--- config.mk ---
export PLATFORM = sky130hd
export DESIGN_NAME = param_updown_counter
export DESIGN_NICKNAME = d
export VERILOG_FILES = /design/src/rtl/param_updown_counter.sv
export SDC_FILE = /design/constraint.sdc
export NUM_CORES = 1
export LEC_CHECK = 0
export ABC_AREA = 0
export BUFFER_PORTS_ARGS = -buffer_cell sky130_fd_sc_hd__buf_2
export CAP_MARGIN = 10
export CORE_AREA = 2 2 39 41
export DETAILED_ROUTE_END_ITERATION = 8
export DIE_AREA = 0 0 41 43
export PLACE_DENSITY = 0.58
export RECOVER_POWER = 100
export SYNTH_ARGS = -nofsm -noshare
export SYNTH_HDL_FRONTEND = slang
export SYNTH_SLANG_ARGS = --single-unit
--- constraint.sdc ---
create_clock -name clk -period 1.8 [get_ports clk]
set_clock_uncertainty 0.1 [all_clocks]
set_input_delay 0.36 -clock clk [delete_from_list [all_inputs] [get_ports clk]]
set_output_delay 0.36 -clock clk [all_outputs]
set_load 0.05 [all_outputs]
--- src/rtl/param_updown_counter.sv ---
// -----------------------------------------------------------------------------
// param_updown_counter
//
// Parametrised modulo-MODULUS up/down counter. Generalises the fixed 3-bit
// Moore/Mealy counter examples. It adds a count enable, a synchronous clamped
// load, a choice of wrap or saturate at the range ends, a Mealy terminal-count
// pulse and a sticky overflow flag.
//
// Parameters
//   WIDTH    bit width of state/out/load_val
//   MODULUS  number of count states; the count stays in 0..MODULUS-1
//   WRAP     1: wrap around at either end, 0: hold (saturate) at either end
//
// Ports
//   clk         in   1      rising-edge clock
//   rst         in   1      asynchronous active-high reset
//   en          in   1      count enable
//   mode        in   1      1 = count up, 0 = count down
//   load        in   1      synchronous load request (has priority over en)
//   load_val    in   WIDTH  value to load, clamped to MODULUS-1
//   clr_ovf     in   1      synchronous clear of ovf
//   out         out  WIDTH  registered count (Moore output, equals state)
//   state       out  WIDTH  current state register
//   next_state  out  WIDTH  value state takes at the next edge (combinational)
//   tc          out  1      terminal count, combinational (Mealy)
//   ovf         out  1      sticky boundary-hit flag, registered
// -----------------------------------------------------------------------------
module param_updown_counter #(
   parameter int unsigned WIDTH   = 3,
   parameter int unsigned MODULUS = 8,
   parameter bit          WRAP    = 1'b1
) (
   input  logic             clk,
   input  logic             rst,
   input  logic             en,
   input  logic             mode,
   input  logic             load,
   input  logic [WIDTH-1:0] load_val,
   input  logic             clr_ovf,
   output logic [WIDTH-1:0] out,
   output logic [WIDTH-1:0] state,
   output logic [WIDTH-1:0] next_state,
   output logic             tc,
   output logic             ovf
);

   // The modulus must give at least two states and fit in WIDTH bits.
   if ((MODULUS < 2) || (longint'(MODULUS) > (longint'(1) << WIDTH))) begin : g_bad_params
      $error("param_updown_counter: MODULUS must satisfy 2 <= MODULUS <= 2**WIDTH");
   end

   localparam logic [WIDTH-1:0] MAX_VAL = WIDTH'(MODULUS - 1);
   localparam logic [WIDTH-1:0] ONE     = WIDTH'(1);

   logic [WIDTH-1:0] state_q;
   logic [WIDTH-1:0] state_d;
   logic [WIDTH-1:0] load_clamped;
   logic             at_max;
   logic             at_min;
   logic             tc_c;
   logic             ovf_q;

   assign at_max = (state_q == MAX_VAL);
   assign at_min = (state_q == '0);

   // An out-of-range load value is clamped to the top of the range.
   // load_val < MODULUS is the same test as load_val <= MAX_VAL.
   assign load_clamped = (load_val > MAX_VAL) ? MAX_VAL : load_val;

   // tc fires whenever an enabled, unloaded step would cross a range end.
   // It fires in both wrap and saturate modes.
   assign tc_c = en & ~load & ((mode & at_max) | (~mode & at_min));

   always_comb begin
      state_d = state_q;
      if (load) begin
         state_d = load_clamped;
      end else if (en) begin
         if (mode) begin
            if (at_max) state_d = WRAP ? '0 : MAX_VAL;
            else        state_d = state_q + ONE;
         end else begin
            if (at_min) state_d = WRAP ? MAX_VAL : '0;
            else        state_d = state_q - ONE;
         end
      end
   end

   always_ff @(posedge clk or posedge rst) begin
      if (rst) state_q <= '0;
      else     state_q <= state_d;
   end

   // A boundary hit sets ovf, and setting wins over a clear on the same edge.
   // A load leaves ovf unchanged.
   always_ff @(posedge clk or posedge rst) begin
      if (rst)          ovf_q <= 1'b0;
      else if (tc_c)    ovf_q <= 1'b1;
      else if (clr_ovf) ovf_q <= 1'b0;
   end

   assign out        = state_q;
   assign state      = state_q;
   assign next_state = state_d;
   assign tc         = tc_c;
   assign ovf        = ovf_q;

endmodule

Yosys cells after proc, flatten, opt, wreduce, memory -nomap -nowiden --
Index checks and enable logic that the tools add are counted. W data, S select, Z words.
Word-level totals: register bits after elaboration 4, input bits 9, output and inout bits 11, word-level logic and storage cells 23
Operators by class: add/sub/neg operators 2, order comparisons 1, equal/unequal tests 1, mux-type cells 8, bitwise logic cells 7, reduce and logical (&&, ||, !) cells 2
Operators with widths (count):
- $mux W3 | 6
- $and A1 B1 Y1 | 4
- $add A3 B1 Y3 const B | 1
- $eq A3 B3 Y1 const B | 1
- $gt A3 B3 Y1 const B | 1
- $logic_not A3 Y1 | 1
- $sub A3 B1 Y3 const B | 1
- $mux W1 | 2
- $not A1 Y1 | 2
- $reduce_bool A2 Y1 | 1
- $or A1 B1 Y1 | 1

Depth between registers and ports, before layout --
depth in word-level cells 5, mapped depth 5, depth with buffers taken out 5

Worst setup path before layout --
Ideal clock, no wire load.
path type register -> output, from register state_q[0] (netlist: out[0]), to output next_state[2], data arrival time 2064 ps, required time 1340 ps, slack -724 ps, stages on the path, launching flop included 6, path buffers 0, path through dfrtp_1 > inv_1 > ha_1 > a21oi_1 > o31ai_1 > a21oi_1
Between the ends: word-level cells in the longest chain between the ends 5, elaborated cells on any way between the ends 9, those cells by class 2 x add/sub; 1 x eq/ne; 5 x mux; 1 x reduce/logical
Ends and longest elaborated chain:
- from (decl) | line 55 | logic [WIDTH-1:0] state_q;
- from (signal assigned) | line 91 | else state_q <= state_d;
- $sub A3 B1 Y3, or another cell as far along | line 84 | else state_d = state_q - ONE;
- $mux W3, on equally long branches | line 83, 80
- $mux W3 (*) | line 79 | if (mode) begin
- $mux W3 (*) | line 78 | end else if (en) begin
- $mux W3 (*) | line 76 | if (load) begin
- to (decl) | line 42 | output logic [WIDTH-1:0] next_state,
Mark *: on every way between the ends. The rest lies on a longest branch, timed or not.

Worst setup path in the final report --
from register state_q[0] (netlist: out[0]), to output next_state[1]
Same word-level chain as after synthesis.

==> impl_metrics.tcl <==
set metrics [dict create \
    pin_count_of_the_biggest_net_entering_global_routing 8 \
    cap_viol_max_count 0 \
    synth_top_area_share_pct 29.1 \
    rows 14 \
    design.final.nets 79 \
    critical_path.startpoint_type "flop" \
    tritoncts "yes" \
    fillCellCount 137 \
    synth.top_cells.by_area "dfrtp_1, ha_1, a21oi_1, nand2b_4, buf_4" \
    seq_power_share_pct 22.4 \
    layout-drive-gt1-share_pct 72.3 \
    fmax_ghz 0.476 \
    synthesis.yosys.warnings 0 \
    area.growth.synth_to_final_pct 89.8 \
    die_width_um 41 \
    overflow 0 \
    clkPwrFrac_pct 22.7 \
    route.detailed.drc 0 \
    pre_cts_ws_ps -121 \
    drt-total-wl_um 1030 \
    cts_made_buffers 3 \
    intPower_w 0.000305 \
    power_density_nw_per_um2 851 \
    netlist_instances 39 \
    timing.critical_path.from "out[0]" \
    sinks_on_the_clock_net 4 \
    r2r_slack_ps 330 \
    via_count 373 \
    initial_core_util_pct 24.9 \
    synth_largest_area_cell "dfrtp_1" \
    fp.dieArea_um2 1760 \
    outcome "finished with violations" \
    p_sw_share_pct 45.1 \
    fp.dieH_um 43 \
    slew_headroom_pct 61.1 \
    grt_pass1_wl_um 1500 \
    wl_per_cell_um 12.7 \
    p_switching_w 0.000250 \
    holdWs_ps 220 \
    clockRootBuffer "clkbuf_4" \
    finalWeightedCongestion 0.670 \
    seq_area_frac_synth_pct 29.1 \
    syn_nets 52 \
    antennaDiodeCount 0 \
    worst_skew_pair_later_pin_latency_ps 240 \
    cts.htree.levels 1 \
    hold_viol 0 \
    worstSetupPathType "flop to primary output" \
    clk_pin_slew_worst_paths_ps 40 \
    number_of_cells_on_the_worst_reg_to_reg_path 6 \
    detailedRoute.firstPassIterationCount 2 \
    timing.final.crit_share_pct 117 \
    drv_slew 0 \
    power.combinational.fraction_pct 54.9 \
    worst_r2r_startpoint "out[0]" \
    global_router_s_overall_resource_usage_pct 12.9 \
    ios 20 \
    worstSetupEndpointType "primary output" \
    antenna_left 0 \
    cellLeakagePower_nw 0.292 \
    fin_crit_ps 2100 \
    place_hpwl_um 823 \
    fp.coreArea_um2 1380 \
    ys_types 16 \
    ctsLongestPathBuffers 2 \
    drt_iter0_drc 2 \
    grt_pass1_vias 349 \
    ys_ff_latch 4 \
    number_of_antenna_violations_at_the_first_check_in_global_routing 0 \
    setup_slack_ps -300 \
    utilization_pct 47.2 \
    finalSetupViolCount 4 \
    timing.critical_path.fanout_max 3 \
    stdcell_count 81 \
    critical_path_arrival_ps 1640 \
    synth.avg_cell_area_um2 8.82 \
    numPortBuffers 19 \
    failed_checks "negative setup slack" \
    peak_supply_drop_uv 418 \
    via_density_per_instance 4.60 \
    rsz0062_at_grt "yes" \
    holdCritPathClass "primary input to flop" \
    worst_ep_required_time_ps 1340 \
    netlist_area_um2 344 \
    worst-slew-pin-transition_ps 586 \
    dp_cells 73 \
    regToRegEndpoint "ovf" \
    end_point_of_the_critical_path "next_state[1]" \
]
==> kinds of logic after synthesis <==
logic type	count (synthesis)	synth area share (%)
buffers and inverters	9	13.1
AO/OA/AOI/OAI	13	24.7
adder cells (fa/ha/maj)	4	14.5
AND/OR/NAND/NOR	9	18.5
flip-flops	4	29.1
==> how the worst min path moves through the flow <==
stage / from / cells past startpoint / endpoint / slack [ps]
after global routing: clr_ovf / 2 / ovf / 240
after CTS: clr_ovf / 2 / ovf / 220
after global placement: rst / 2 / ovf / 140
final: clr_ovf / 2 / ovf / 220
after detailed placement: rst / 2 / out[0] / 160
after floorplan: rst / 1 / ovf / 30
==> layout make-up <==
class	instances	area [um^2]	area share [%]
well taps	16	20.0	3.07
multi-input cells	26	299	45.8
repair buffers	25	174	26.6
clock buffers	4	26.3	4.02
flip-flops and latches	4	106	16.3
inverters	6	27.5	4.21
==> routing by layer <==
metal	vias up	part of all wire, %	global-route usage (%)
met5	-	0	0
met1	175	36	14.1
met2	15	58	22.5
met3	0	5.2	4.71
met4	0	0	2.00
li1	183	-	-
==> state kept, by name, summed over array words and instances, names as in the netlist <==
| register | flops |
|---|---|
| ovf | 1 |
| out | 3 |
==> power by group through the flow <==
stage | Clock (W) | Combinational, W | Sequential (W)
2_1_floorplan | 0 | 0.000180 | 0.000160
6_report | 0.000126 | 0.000305 | 0.000124
3_5_place_dp | 0 | 0.000272 | 0.000126
4_1_cts | 0.000127 | 0.000296 | 0.000124
3_3_place_gp | 0 | 0.000269 | 0.000124
5_1_grt | 0.000137 | 0.000321 | 0.000127
==> cell usage after synthesis, drive strengths merged <==
cell / count
a21oi: 7
o31ai: 2
inv: 6
nor2: 2
nand2: 1
dfrtp: 4
o31a: 2
o22ai: 1
nor3: 2
ha: 4
nand2b: 3
and3b: 1
o21a: 1
buf: 3
==> cell usage in the layout, fill, tap and decap left out <==
cell           Yosys  layout
nand2_1            1       1
dfrtp_1            4       1
dlygate4sd3_1      0       1
and3b_1            1       1
o22ai_1            1       1
o21a_1             1       1
inv_1              6       4
nor2_4             0       1
nor2_1             2       1
nand2b_4           2       2
buf_8              0       2
a21oi_1            6       2
nand2b_1           1       1
buf_2              0      14
a21oi_4            0       1
o31a_2             0       1
clkbuf_1           0       2
clkbuf_4           0       3
dfrtp_2            0       2
inv_4              0       2
dfrtp_4            0       1
buf_4              3       5
o31ai_2            0       1
a21oi_2            1       4
o31a_4             0       1
nor3_2             0       1
o31ai_1            2       1
ha_4               0       4
nor3_1             2       1
buf_6              0       2
==> metrics by stage <==
step                setup TNS [ps]  power [W]  instance area, um^2
finish                        -872   0.000556                  653
global route                 -1080   0.000585                  653
CTS                           -898   0.000546                  628
detailed placement            -198   0.000397                  552
global placement              -158   0.000393                  552
floorplan                     -220   0.000340                  444
==> critical path, cell delays in order (launching register included) <==
cell and delay, ps:
dfrtp_4 500, inv_4 80, ha_4 200, and3b_1 180, o31a_4 280, buf_6 150
==> repair_timing <==
| action | CTS | global route |
|---|---|---|
| pin swaps | 0 | 1 |
| hold buffers | 1 | 0 |
| setup endpoints to repair | 4 | 4 |
| resized for setup | 8 | 5 |
| buffers inserted | 2 | 1 |
| hold endpoints to repair | 4 | 0 |
Note: power is estimated with default switching activity, not from simulation.
